**src/rtl/id_ex_pipe_reg.sv**
```systemverilog
// id_ex_pipe_reg: ID/EX pipeline register with valid tracking, stall hold, flush/load-use bubbles and a saturating bubble counter
module id_ex_pipe_reg #(
    parameter int DATA_W     = 32,
    parameter int REG_AW     = 5,
    parameter int WB_W       = 2,
    parameter int MEM_W      = 3,
    parameter int EX_W       = 4,
    parameter int MEM_RD_BIT = 0,
    parameter int CNT_W      = 16
) (
    input  logic              clk_i,
    input  logic              rst_i,
    input  logic              valid_i,
    input  logic [WB_W-1:0]   wb_i,
    input  logic [MEM_W-1:0]  mem_i,
    input  logic [EX_W-1:0]   ex_i,
    input  logic [DATA_W-1:0] pc_i,
    input  logic [DATA_W-1:0] rsdata_i,
    input  logic [DATA_W-1:0] rtdata_i,
    input  logic [DATA_W-1:0] imm_i,
    input  logic [REG_AW-1:0] rsaddr_i,
    input  logic [REG_AW-1:0] rtaddr_i,
    input  logic [REG_AW-1:0] rdaddr_i,
    input  logic              uses_rt_i,
    input  logic              flush_i,
    input  logic              stall_i,
    output logic              valid_o,
    output logic [WB_W-1:0]   wb_o,
    output logic [MEM_W-1:0]  mem_o,
    output logic [EX_W-1:0]   ex_o,
    output logic [DATA_W-1:0] pc_o,
    output logic [DATA_W-1:0] rsdata_o,
    output logic [DATA_W-1:0] rtdata_o,
    output logic [DATA_W-1:0] imm_o,
    output logic [REG_AW-1:0] rsaddr_o,
    output logic [REG_AW-1:0] rtaddr_o,
    output logic [REG_AW-1:0] rdaddr_o,
    output logic              hazard_o,
    output logic [CNT_W-1:0]  bubble_cnt_o
);
    logic raw_hz;
    logic bubble;
    logic cnt_sat;

    // A load in EX whose destination feeds a source of the decode instruction; r0 never hazards
    assign raw_hz = valid_o & mem_o[MEM_RD_BIT] & (rtaddr_o != '0) & valid_i &
                    ((rsaddr_i == rtaddr_o) | (uses_rt_i & (rtaddr_i == rtaddr_o)));
    assign hazard_o = raw_hz & ~flush_i;
    assign bubble   = flush_i | hazard_o;
    assign cnt_sat  = &bubble_cnt_o;

    always_ff @(posedge clk_i or posedge rst_i) begin
        if (rst_i) begin
            valid_o      <= 1'b0;
            wb_o         <= '0;
            mem_o        <= '0;
            ex_o         <= '0;
            pc_o         <= '0;
            rsdata_o     <= '0;
            rtdata_o     <= '0;
            imm_o        <= '0;
            rsaddr_o     <= '0;
            rtaddr_o     <= '0;
            rdaddr_o     <= '0;
            bubble_cnt_o <= '0;
        end else if (!stall_i) begin
            if (bubble) begin
                // Data and address fields keep their old contents; only control is squashed
                valid_o      <= 1'b0;
                wb_o         <= '0;
                mem_o        <= '0;
                ex_o         <= '0;
                bubble_cnt_o <= cnt_sat ? bubble_cnt_o : bubble_cnt_o + CNT_W'(1);
            end else begin
                valid_o  <= valid_i;
                wb_o     <= valid_i ? wb_i : '0;
                mem_o    <= valid_i ? mem_i : '0;
                ex_o     <= valid_i ? ex_i : '0;
                pc_o     <= pc_i;
                rsdata_o <= rsdata_i;
                rtdata_o <= rtdata_i;
                imm_o    <= imm_i;
                rsaddr_o <= rsaddr_i;
                rtaddr_o <= rtaddr_i;
                rdaddr_o <= rdaddr_i;
            end
        end
    end
endmodule
```
**config.mk**
```make
export PLATFORM = sky130hd
export DESIGN_NAME = id_ex_pipe_reg
export DESIGN_NICKNAME = d
export VERILOG_FILES = /design/src/rtl/id_ex_pipe_reg.sv
export SDC_FILE = /design/constraint.sdc
export NUM_CORES = 1
export LEC_CHECK = 0
export BUFFER_PORTS_ARGS = -buffer_cell sky130_fd_sc_hd__buf_4
export CORE_MARGIN = 10
export CORE_UTILIZATION = 30
export CTS_CLUSTER_DIAMETER = 120
export DETAILED_ROUTE_END_ITERATION = 7
export HOLD_SLACK_MARGIN = 0.1
export PLACE_DENSITY_LB_ADDON = 0.3
export SYNTH_ARGS = -nofsm -noshare
export SYNTH_HDL_FRONTEND = slang
export SYNTH_SLANG_ARGS = --single-unit
```
**constraint.sdc**
```tcl
create_clock -name clk_i -period 6.3 [get_ports clk_i]
set_clock_uncertainty 0.2 [all_clocks]
set_input_delay 0.315 -clock clk_i [delete_from_list [all_inputs] [get_ports clk_i]]
set_output_delay 0.315 -clock clk_i [all_outputs]
set_load 0.01 [all_outputs]
```
==> parameters.txt, run 1 <==
Parameter                              Value

Pwr
  Total power per unit cell area    268 nW/um^2
  VDD IR max    0.143 mV
  Static leakage    5.78 nW

Clock tree
  Maximum level of the CTS H-tree    4
  Cts bufs inserted    17
  Postcts setup bufs    0
  Root buffer cell    sky130_fd_sc_hd__clkbuf_16
  Number of gates given a new drive strength after cts    0
  Max Buffers Root-to-Sink    2
  Clock latency of the later-clocked register in the worst-skew pair    0.42 ns
  Clock slew at reported path FFs    0.07 ns
  Clock tree from TritonCTS    built
  Total number of clock tree sinks    169

Worst setup path
  Setup crit end    ex_o[3]
  Endpoint required time on the critical path    6.45 ns
  Register-to-register setup slack    2.83 ns
  Critical path origin    rsaddr_i[1]
  Startpoint of the worst-slack reg-to-reg timing path    rtaddr_o[1]
  Worst reg2reg path endpoint    ex_o[3]
  Critical path class    input pin to flip-flop
  Data arrival time of the worst path    3.74 ns
  Type of destination of the critical path    flip-flop
  Top fanout value on the critical path    62
  Crit start category    input pin
  Worst-case reg-to-reg path depth    8

Timing
  Tcrit/Tclk final    56.9%
  Tightest Pin Transition    1.17 ns
  Worst hold slack after final layout    0.300 ns
  Fin crit period    3.59 ns
  Final Setup Violations    0
  Endpoints failing hold    0
  Slew headroom    21.3%
  Unrepaired setup endpoints after global routing    no
  Max-slew violation total from the final report    0
  Final setup margin    2.71 ns
  Final sum of negative setup slack    0 ns
  FMAX    279 MHz

Floorplanning
  Vertical extent of the die    174 um
  DIE AREA    30200 sq um
  Starting utilization of the core area    30.4%
  Width of the die    174 um
  IO Pins    328
  Number of cell rows    56
  Core area    23300 sq um

Synth
  Synth Area in Compound Gates    1.76%
  Library cells used by synthesis    34
  Adder and majority gate portion of the synthesized area    0.176%
  Fraction of synthesized area in multiplexers    28.2%
  Dominant register cell in the synthesized netlist    sky130_fd_sc_hd__dfrtp_1
  Cell type with the highest aggregate area in the netlist    sky130_fd_sc_hd__dfrtp_1
  Top cell type's share of synthesized area    59.6%
  Share of synthesized area occupied by flip-flops and latches    59.6%
  FF+latch count, synth    169
  Post-synthesis xor/xnor area fraction    2.96%
  Asr flop ratio synth    100%
  Synth top area cells    sky130_fd_sc_hd__dfrtp_1 (60%), sky130_fd_sc_hd__mux2_4 (21%), sky130_fd_sc_hd__mux2_2 (6.8%)
  Synthesized instance count    426
  Number of warnings reported in the yosys synthesis log    0
  Mean instance size in the synthesized netlist    16.6 sq um
  Combinational family with the most area after synthesis    multiplexers
  Cell Area, Synth    7090 sq um
  EDFF count, synth    0
  Syn Nets    585
  Basic-gate share of the synthesized area counting and, or, nand and nor cells    4.45%

Worst hold path
  Path type of the worst min-delay path    input pin to flip-flop

Layout
  Nets    1076
  Fraction of final layout cells sized beyond drive strength 1    55.5%
  Leading cell type in the layout, fill and taps excluded    sky130_fd_sc_hd__buf_4
  Antenna fix cells    0
  Final core occ    51.4%
  Layout Area Growth over Synthesis    69.1%
  Top library cells by usage in the layout, fill and taps aside    sky130_fd_sc_hd__buf_4 (331), sky130_fd_sc_hd__dfrtp_1 (169), sky130_fd_sc_hd__dlygate4sd3_1 (164)
  Number of fill cells    1933

Detailed routing
  Routed via count    5451
  Routed length per instance    18.9 um
  DR DRC count    0
  Via count normalized by instance count    4.36
  Wirelength, routed    23.6 mm
  DR iter-0 viols    385
  Remaining antenna violation count    0
  Number of search-and-repair iterations in the first detailed-routing pass    4

Global routing
  Pin count of the biggest net entering global routing    102
  Total overflow reported by the global router    0
  Number of global-route vias before repair    6224
  Number of antenna violations at the first check in global routing    0
  Global Route Usage Sum    15.2%
  Global-route wire length before repair    36.9 mm

Placed design
  Port-buffer cells    327
  Worst setup slack after placement    3.18 ns
  Final weighted congestion of routability-driven global placement    0.756
  Total half-perimeter wirelength after legalization and detailed placement    15.7 mm

Job
  Max-cap violation count    0

Status
  Run status    finished clean
==> layout make-up <==
type	count	area [sq um]	area share, %
clock buffers	20	457	3.81
well taps	319	399	3.33
flip-flops and latches	169	4230	35.3
multi-input cells	233	2670	22.2
inverters	1	8.76	0.0730
clock inverters	12	108	0.897
repair buffers	495	4130	34.4
==> worst max-delay path, stage by stage <==
cell,delay (ns)
sky130_fd_sc_hd__dlygate4sd3_1,0.55
sky130_fd_sc_hd__buf_4,0.15
sky130_fd_sc_hd__xnor2_1,0.12
sky130_fd_sc_hd__nand3_1,0.11
sky130_fd_sc_hd__nor3_2,0.06
sky130_fd_sc_hd__o21ai_1,0.20
sky130_fd_sc_hd__and2_4,0.56
sky130_fd_sc_hd__buf_4,0.77
sky130_fd_sc_hd__a32o_1,0.29
sky130_fd_sc_hd__dlygate4sd3_1,0.57
==> per-layer routing <==
metal  vias up  part of all wire (%)  GRT usage [%]
li1       2502                     -              -
met4         0                   1.2           3.46
met1      2705                    43           18.3
met2       226                    48           24.8
met3        18                   8.3           6.36
met5         -                     0              0
==> synth_stat cells (2+ instances only) <==
cell                       number
sky130_fd_sc_hd__a32o_1         9
sky130_fd_sc_hd__buf_2          6
sky130_fd_sc_hd__buf_6         14
sky130_fd_sc_hd__clkbuf_1       2
sky130_fd_sc_hd__dfrtp_1      169
sky130_fd_sc_hd__mux2_2        43
sky130_fd_sc_hd__mux2_4       100
sky130_fd_sc_hd__nand2_1       10
sky130_fd_sc_hd__nand3_1        5
sky130_fd_sc_hd__nand4_1        4
sky130_fd_sc_hd__nor2_1         7
sky130_fd_sc_hd__nor3_1         5
sky130_fd_sc_hd__nor4_1         6
sky130_fd_sc_hd__nor4_2         4
sky130_fd_sc_hd__xnor2_1        6
sky130_fd_sc_hd__xor2_1        18
==> metrics by stage <==
step | instance area, sq um | instances | total power, mW
detailed placement | 9790 | 1053 | 2.13
global placement | 9790 | 1053 | 2.13
global route | 12000 | 1249 | 3.38
CTS | 12000 | 1249 | 3.27
finish | 12000 | 1249 | 3.22
floorplan | 7090 | 426 | 1.72
==> cell families after synthesis <==
kind of cell,count (synthesis)
AND/OR/NAND/NOR,50
multiplexers,144
buffers and inverters,24
XOR/XNOR,24
flip-flops,169
adder cells (fa/ha/maj),1
AO/OA/AOI/OAI,14
==> registers in the layout, indices dropped and copies added (netlist names), 2 cells and up <==
signal,cells
pc_o,32
mem_o,3
bubble_cnt_o,16
rsdata_o,32
imm_o,32
rtdata_o,32
wb_o,2
rtaddr_o,5
rsaddr_o,5
rdaddr_o,5
ex_o,4
==> worst min-delay path by stage <==
stage | startpoint | end | slack, ns | cells past startpoint
floorplan | imm_i[12] | imm_o[12] | 0.25 | 1
CTS | flush_i | rsaddr_o[0] | 0.27 | 4
global route | flush_i | rsaddr_o[2] | 0.32 | 4
finish | flush_i | rsaddr_o[2] | 0.30 | 4
global placement | ex_o[1] | ex_o[1] | 0.27 | 1
detailed placement | wb_o[0] | wb_o[0] | 0.29 | 1
==> report_power, final <==
group | internal, mW | leakage, nW | switching (mW)
Sequential | 1.24 | 2.02 | 0.118
Clock | 0.540 | 0.272 | 0.478
Combinational | 0.514 | 3.48 | 0.329
==> repair_timing <==
| item | CTS | global route |
|---|---|---|
| endpoints found under the hold margin | 253 | 0 |
| hold buffers | 164 | 0 |
| endpoints found under the setup margin | 0 | 0 |
(Power assumes the default switching activity.)
==> run 2, diff against run 1 <==
Clock period 6.3 ns to 3.05 ns, I/O delays scaled along.
==> parameters.txt, run 2 (synthesized netlist as in run 1, its figures left out) <==
Parameter                              Value

Status
  Run status    finished clean

Pwr
  VDD IR max    0.297 mV (+110%)
  Total power per unit cell area    549 nW/um^2 (+100%)
  Static leakage    5.86 nW (+1.4%)
  Part of the total power dissipated in sequential elements    41.9% (-0.3 points)
  P_int    4.80 mW (+110%)
  Part of the power in the clock network    31.7% (about the same)
  Switching share of power    28.2% (-0.48 points)
  Logic gate share of total power    26.4% (+0.2 points)
  Switching power of the nets    1.89 mW (+100%)

Timing
  Final sum of negative setup slack    0 ns (unchanged)
  Final Setup Violations    0 (unchanged)
  Tightest Pin Transition    1.08 ns (-0.0928 ns)
  Tcrit/Tclk final    96.1%
  Max-slew violation total from the final report    0 (unchanged)
  Fin crit period    2.93 ns
  FMAX    341 MHz
  Unrepaired setup endpoints after global routing    no
  Slew headroom    27.5% (+6.2 points)
  Endpoints failing hold    0 (unchanged)

Floorplanning
  DIE AREA    30200 sq um (unchanged)
  Core area    23300 sq um (unchanged)
  Vertical extent of the die    174 um (unchanged)
  Width of the die    174 um (unchanged)
  Number of cell rows    56 (unchanged)
  Starting utilization of the core area    30.4% (unchanged)
  IO Pins    328 (unchanged)

Placed design
  Post-placement cell area    9930 sq um (+1.4%)
  Total half-perimeter wirelength after legalization and detailed placement    16.0 mm (+1.7%)
  Port-buffer cells    327 (unchanged)
  Final weighted congestion of routability-driven global placement    0.802 (+6.1%)

Global routing
  Most congested layer reported by global routing    met2
  Met3 track utilization from global routing    6.03% (-0.33 points)
  Met1 usage    17.9% (-0.44 points)
  Global-route wire length before repair    37.2 mm (+0.67%)
  Total overflow reported by the global router    0 (unchanged)
  Met2 demand-to-capacity share in global routing    25.6% (+0.82 points)
  Number of global-route vias before repair    6219 (-0.080%)
  Pin count of the biggest net entering global routing    50 (-51%)
  Global Route Usage Sum    15.4% (+0.16 points)
  Number of antenna violations at the first check in global routing    2 (+2)

Worst setup path
  Critical path class    flip-flop to flip-flop
  Crit start category    flip-flop
  Data arrival time of the worst path    3.03 ns (-0.71 ns)
  Critical path origin    rtaddr_o[3]
  Worst-case reg-to-reg path depth    8 (unchanged)
  Type of destination of the critical path    flip-flop
  Setup crit end    ex_o[1]
  Number of cells on the critical path    8 (-2)
  Slowest stage delay, CP    0.56 ns (-0.21 ns)
  Startpoint of the worst-slack reg-to-reg timing path    rtaddr_o[3]
  Endpoint required time on the critical path    3.15 ns (-3.30 ns)
  Category of cells accounting for the largest share of critical-path delay    buffers and inverters
  Bufs and invs on worst path    2 (-2)
  Slowest stage cell, crit path    sky130_fd_sc_hd__dlygate4sd3_1
  Critical Path, Cell by Cell    xnor2_1 -> nand4_1 -> nor3_1 -> o21ai_1 -> and2_4 -> buf_12 -> a32o_1 -> dlygate4sd3_1
  Register-to-register setup slack    0.12 ns (-2.71 ns)
  Worst reg2reg path endpoint    ex_o[1]
  Top fanout value on the critical path    49 (-21%)

Clock tree
  Clock latency of the later-clocked register in the worst-skew pair    0.42 ns (about the same)
  Cts bufs inserted    17 (unchanged)
  Total number of clock tree sinks    169 (unchanged)
  Root buffer cell    sky130_fd_sc_hd__clkbuf_16
  Max Buffers Root-to-Sink    2 (unchanged)
  Postcts setup bufs    0 (unchanged)
  Clock tree from TritonCTS    built
  Maximum level of the CTS H-tree    4 (unchanged)
  Clock slew at reported path FFs    0.07 ns (about the same)

Layout
  Layout Area Growth over Synthesis    71.8%
  Number of fill cells    1964 (+1.6%)
  Leading cell type in the layout, fill and taps excluded    sky130_fd_sc_hd__buf_4
  Nets    1088 (+1.1%)
  Post-Layout Inst Area    12200 sq um (+1.6%)
  Top library cells by usage in the layout, fill and taps aside    sky130_fd_sc_hd__buf_4 (331), sky130_fd_sc_hd__dfrtp_1 (169), sky130_fd_sc_hd__dlygate4sd3_1 (169)
  Fraction of final layout cells sized beyond drive strength 1    55.5% (about the same)
  Final core occ    52.2% (+0.82 points)

Job
  Max-cap violation count    0 (unchanged)

Detailed routing
  Remaining antenna violation count    0 (unchanged)
  Routed length per instance    18.5 um (-1.8%)
  DR DRC count    0 (unchanged)
  Routed via count    5468 (+0.31%)
  DR iter-0 viols    251 (-35%)
  Via count normalized by instance count    4.34 (-0.64%)
  Wirelength, routed    23.4 mm (-0.89%)
  Number of search-and-repair iterations in the first detailed-routing pass    4 (unchanged)

Worst hold path
  Path type of the worst min-delay path    input pin to flip-flop
  Hold_sp    flush_i
==> run 2: cell count changes in the layout (fill, tap and decap cells not counted), moves of 2 or more <==
cell                            before  now
sky130_fd_sc_hd__dlygate4sd3_1     164  169
sky130_fd_sc_hd__clkbuf_8            2    0
sky130_fd_sc_hd__buf_12              0    7
sky130_fd_sc_hd__clkinv_4            4    1
sky130_fd_sc_hd__inv_6               5    7
sky130_fd_sc_hd__diode_2             0    2
==> run 2: worst min path at each step <==
stage / endpoint / slack (ns) / cells past startpoint
after global placement: rsdata_o[28] / 0.17 / 2
after CTS: bubble_cnt_o[6] / 0.15 / 4
after floorplan: imm_o[12] / 0.09 / 1
final: bubble_cnt_o[6] / 0.18 / 4
after global routing: bubble_cnt_o[6] / 0.22 / 4
after detailed placement: rsdata_o[28] / 0.17 / 2
==> run 2: stage by stage <==
step / hold slack, ns / power, mW / cells / setup WS, ns
after global placement: 0.168 / 4.41 / 1060 / 0.636
after CTS: 0.155 / 6.78 / 1259 / 0.174
after global routing: 0.220 / 7.01 / 1261 / 0.0196
final: 0.182 / 6.69 / 1261 / 0.118
after floorplan: 0.0872 / 3.55 / 426 / 0.543
after detailed placement: 0.173 / 4.43 / 1060 / 0.592
==> run 2: per-layer routing <==
layer / up-vias / part of all wire (%)
met2: 217 / 50
met5: - / 0
li1: 2532 / -
met4: 0 / 1.3
met3: 14 / 8.3
met1: 2705 / 41
==> run 2: area by class of cell <==
| class | count | area (sq um) | share of cell area (%) |
|---|---|---|---|
| diodes | 2 | 5.00 | 0.0411 |
| clock buffers | 17 | 425 | 3.49 |
| clock inverters | 13 | 135 | 1.11 |
| inverters | 1 | 7.51 | 0.0616 |
| multi-input cells | 233 | 2670 | 21.9 |
| flip-flops and latches | 169 | 4230 | 34.7 |
| well taps | 319 | 399 | 3.28 |
| repair buffers | 507 | 4320 | 35.4 |
==> run 2: what timing repair did <==
| action | in CTS | in global routing |
|---|---|---|
| endpoints found under the hold margin | 180 | 0 |
| gates resized for setup | 0 | 0 |
| hold buffers | 169 | 0 |
==> run 2: tightest hold or removal path, cell delays in order <==
cell and delay [ns]:
sky130_fd_sc_hd__buf_4 0.10, sky130_fd_sc_hd__nor3_2 0.14, sky130_fd_sc_hd__nor3_1 0.27, sky130_fd_sc_hd__xor2_1 0.09
==> run 2: power groups by stage <==
stage          clock network, mW  registers, mW  logic [mW]
2_1_floorplan                  0           2.96       0.585
3_3_place_gp                   0           2.82        1.59
3_5_place_dp                   0           2.83        1.59
4_1_cts                     2.19           2.80        1.79
5_1_grt                     2.27           2.85        1.90
6_report                    2.12           2.80        1.77
==> run 3, diff against run 2 <==
Settings changed: MAX_ROUTING_LAYER set to met4.
==> parameters.txt, run 3 (synthesized netlist as in run 1, its figures left out) <==
Parameter                              Value

Status
  Run status    finished clean

Clock tree
  Clock tree from TritonCTS    built
  Cts bufs inserted    17 (unchanged)
  Postcts setup bufs    0 (unchanged)
  Maximum level of the CTS H-tree    4 (unchanged)
  Clock latency of the later-clocked register in the worst-skew pair    0.41 ns (about the same)
  Total number of clock tree sinks    169 (unchanged)
  Clock slew at reported path FFs    0.07 ns (about the same)
  Root buffer cell    sky130_fd_sc_hd__clkbuf_16
  Max Buffers Root-to-Sink    2 (unchanged)

Layout
  Nets    1088 (unchanged)
  Post-Layout Inst Area    12200 sq um (unchanged)
  Leading cell type in the layout, fill and taps excluded    sky130_fd_sc_hd__buf_4
  Layout Area Growth over Synthesis    71.8% (unchanged)
  Final Non-Filler Cells    1261 (unchanged)
  Top library cells by usage in the layout, fill and taps aside    sky130_fd_sc_hd__buf_4 (331), sky130_fd_sc_hd__dfrtp_1 (169), sky130_fd_sc_hd__dlygate4sd3_1 (169)
  Fraction of final layout cells sized beyond drive strength 1    55.5% (unchanged)

Floorplanning
  DIE AREA    30200 sq um (unchanged)
  Starting utilization of the core area    30.4% (unchanged)
  Vertical extent of the die    174 um (unchanged)
  IO Pins    328 (unchanged)
  Width of the die    174 um (unchanged)
  Core area    23300 sq um (unchanged)
  Number of cell rows    56 (unchanged)

Placed design
  Post-placement cell area    9930 sq um (unchanged)
  Number of instances in the placed design    1060 (unchanged)
  Port-buffer cells    327 (unchanged)
  Total half-perimeter wirelength after legalization and detailed placement    16.0 mm (unchanged)
  Final weighted congestion of routability-driven global placement    0.813 (+1.4%)

Timing
  Fin crit period    2.94 ns (+0.00605 ns)
  Tightest Pin Transition    1.07 ns (-0.0147 ns)
  Max-slew violation total from the final report    0 (unchanged)
  Unrepaired setup endpoints after global routing    no
  Slew headroom    28.5% (+0.99 points)
  Tcrit/Tclk final    96.3% (+0.20 points)
  FMAX    340 MHz (-0.21%)
  Endpoints failing hold    0 (unchanged)
  Final Setup Violations    0 (unchanged)
  Final sum of negative setup slack    0 ns (unchanged)

Pwr
  Static leakage    5.86 nW (unchanged)
  VDD IR max    0.297 mV (about the same)
  Switching share of power    28.2% (-0.075 points)
  Overall power    6.69 mW (about the same)
  Switching power of the nets    1.88 mW (-0.36%)
  Logic gate share of total power    26.5% (about the same)
  P_int    4.80 mW (about the same)
  Part of the total power dissipated in sequential elements    41.9% (about the same)
  Part of the power in the clock network    31.6% (about the same)
  Total power per unit cell area    549 nW/um^2 (about the same)

Worst setup path
  Data arrival time of the worst path    3.04 ns (about the same)
  Slowest stage cell, crit path    sky130_fd_sc_hd__dlygate4sd3_1
  Category of cells accounting for the largest share of critical-path delay    buffers and inverters
  Critical Path, Cell by Cell    xnor2_1 -> nand4_1 -> nor3_1 -> o21ai_1 -> and2_4 -> buf_12 -> a32o_1 -> dlygate4sd3_1
  Bufs and invs on worst path    2 (unchanged)
  Critical path class    flip-flop to flip-flop
  Slowest stage delay, CP    0.56 ns (about the same)
  Type of destination of the critical path    flip-flop
  Top fanout value on the critical path    49 (unchanged)
  Crit start category    flip-flop
  Endpoint required time on the critical path    3.15 ns (about the same)

Detailed routing
  Remaining antenna violation count    0 (unchanged)
  Number of search-and-repair iterations in the first detailed-routing pass    4 (unchanged)
  DR DRC count    0 (unchanged)
  Via count normalized by instance count    4.34 (about the same)
  Routed via count    5473 (+0.091%)
  Wirelength, routed    23.4 mm (+0.12%)
  DR iter-0 viols    248 (-1.2%)
  Routed length per instance    18.6 um (+0.12%)

Global routing
  Pin count of the biggest net entering global routing    50 (unchanged)
  Number of global-route vias before repair    6239 (+0.32%)
  Global-route wire length before repair    37.1 mm (-0.22%)
  Global Route Usage Sum    15.8% (+0.45 points)
  Total overflow reported by the global router    0 (unchanged)
  Number of antenna violations at the first check in global routing    2 (unchanged)

Worst hold path
  Path type of the worst min-delay path    input pin to flip-flop

Job
  Max-cap violation count    0 (unchanged)
## run 3: repair_timing
item / 4_1_cts / 5_1_grt
endpoints found under the hold margin: 180 / 0
resized for setup: 0 / 0
hold buffers: 169 / 0
## run 3: routing by layer
metal	vias to the layer above	global-route usage, %	wire [um]
met4	0	4.56	299
met3	14	4.88	1510
li1	2529	-	-
met5	-	-	0
met1	2714	18.7	10000
met2	216	25.5	11600
## run 3: worst paths after layout
path / end / slack, ns / cells after the start / from
worst max-delay path: ex_o[3] / 0.11 / 8 / rtaddr_o[3]
worst min-delay path: bubble_cnt_o[6] / 0.18 / 4 / flush_i
worst max register to register: ex_o[3] / 0.11 / 8 / rtaddr_o[3]
worst min register to register: imm_o[12] / 0.31 / 1 / imm_o[12]
max in group asynchronous: rtdata_o[20] / 1.67 / 4 / rst_i
min in group asynchronous: bubble_cnt_o[15] / 0.28 / 3 / rst_i
## run 3: area by class of cell
cell class	count	area [sq um]
clock inverters	13	135
multi-input cells	233	2670
flip-flops and latches	169	4230
repair buffers	507	4320
well taps	319	399
inverters	1	7.51
clock buffers	17	425
fillers	1964	11100
diodes	2	5.00
## run 3: power by group through the flow
stage          logic, mW  clock network [mW]  registers, mW
3_3_place_gp        1.59                   0           2.82
6_report            1.77                2.11           2.80
5_1_grt             1.89                2.27           2.85
4_1_cts             1.79                2.19           2.80
3_5_place_dp        1.59                   0           2.83
2_1_floorplan      0.585                   0           2.96
## run 3: metrics by stage
stage | worst slack (ns) | utilization, % | hold WS [ns]
2_1_floorplan | 0.543 | - | 0.0872
3_3_place_gp | 0.636 | 42.6 | 0.168
3_5_place_dp | 0.592 | 42.6 | 0.173
4_1_cts | 0.174 | 52.2 | 0.155
5_1_grt | 0.0190 | 52.2 | 0.220
6_report | 0.112 | 52.2 | 0.181
## run 3: worst register-to-register path: cells and delay by family (launching register included)
| kind | cells | cell delay [ns] |
|---|---|---|
| AO/OA/AOI/OAI | 2 | 0.48 |
| buffers and inverters | 2 | 0.82 |
| AND/OR/NAND/NOR | 3 | 0.70 |
| XOR/XNOR | 1 | 0.19 |
| flip-flops | 1 | 0.44 |
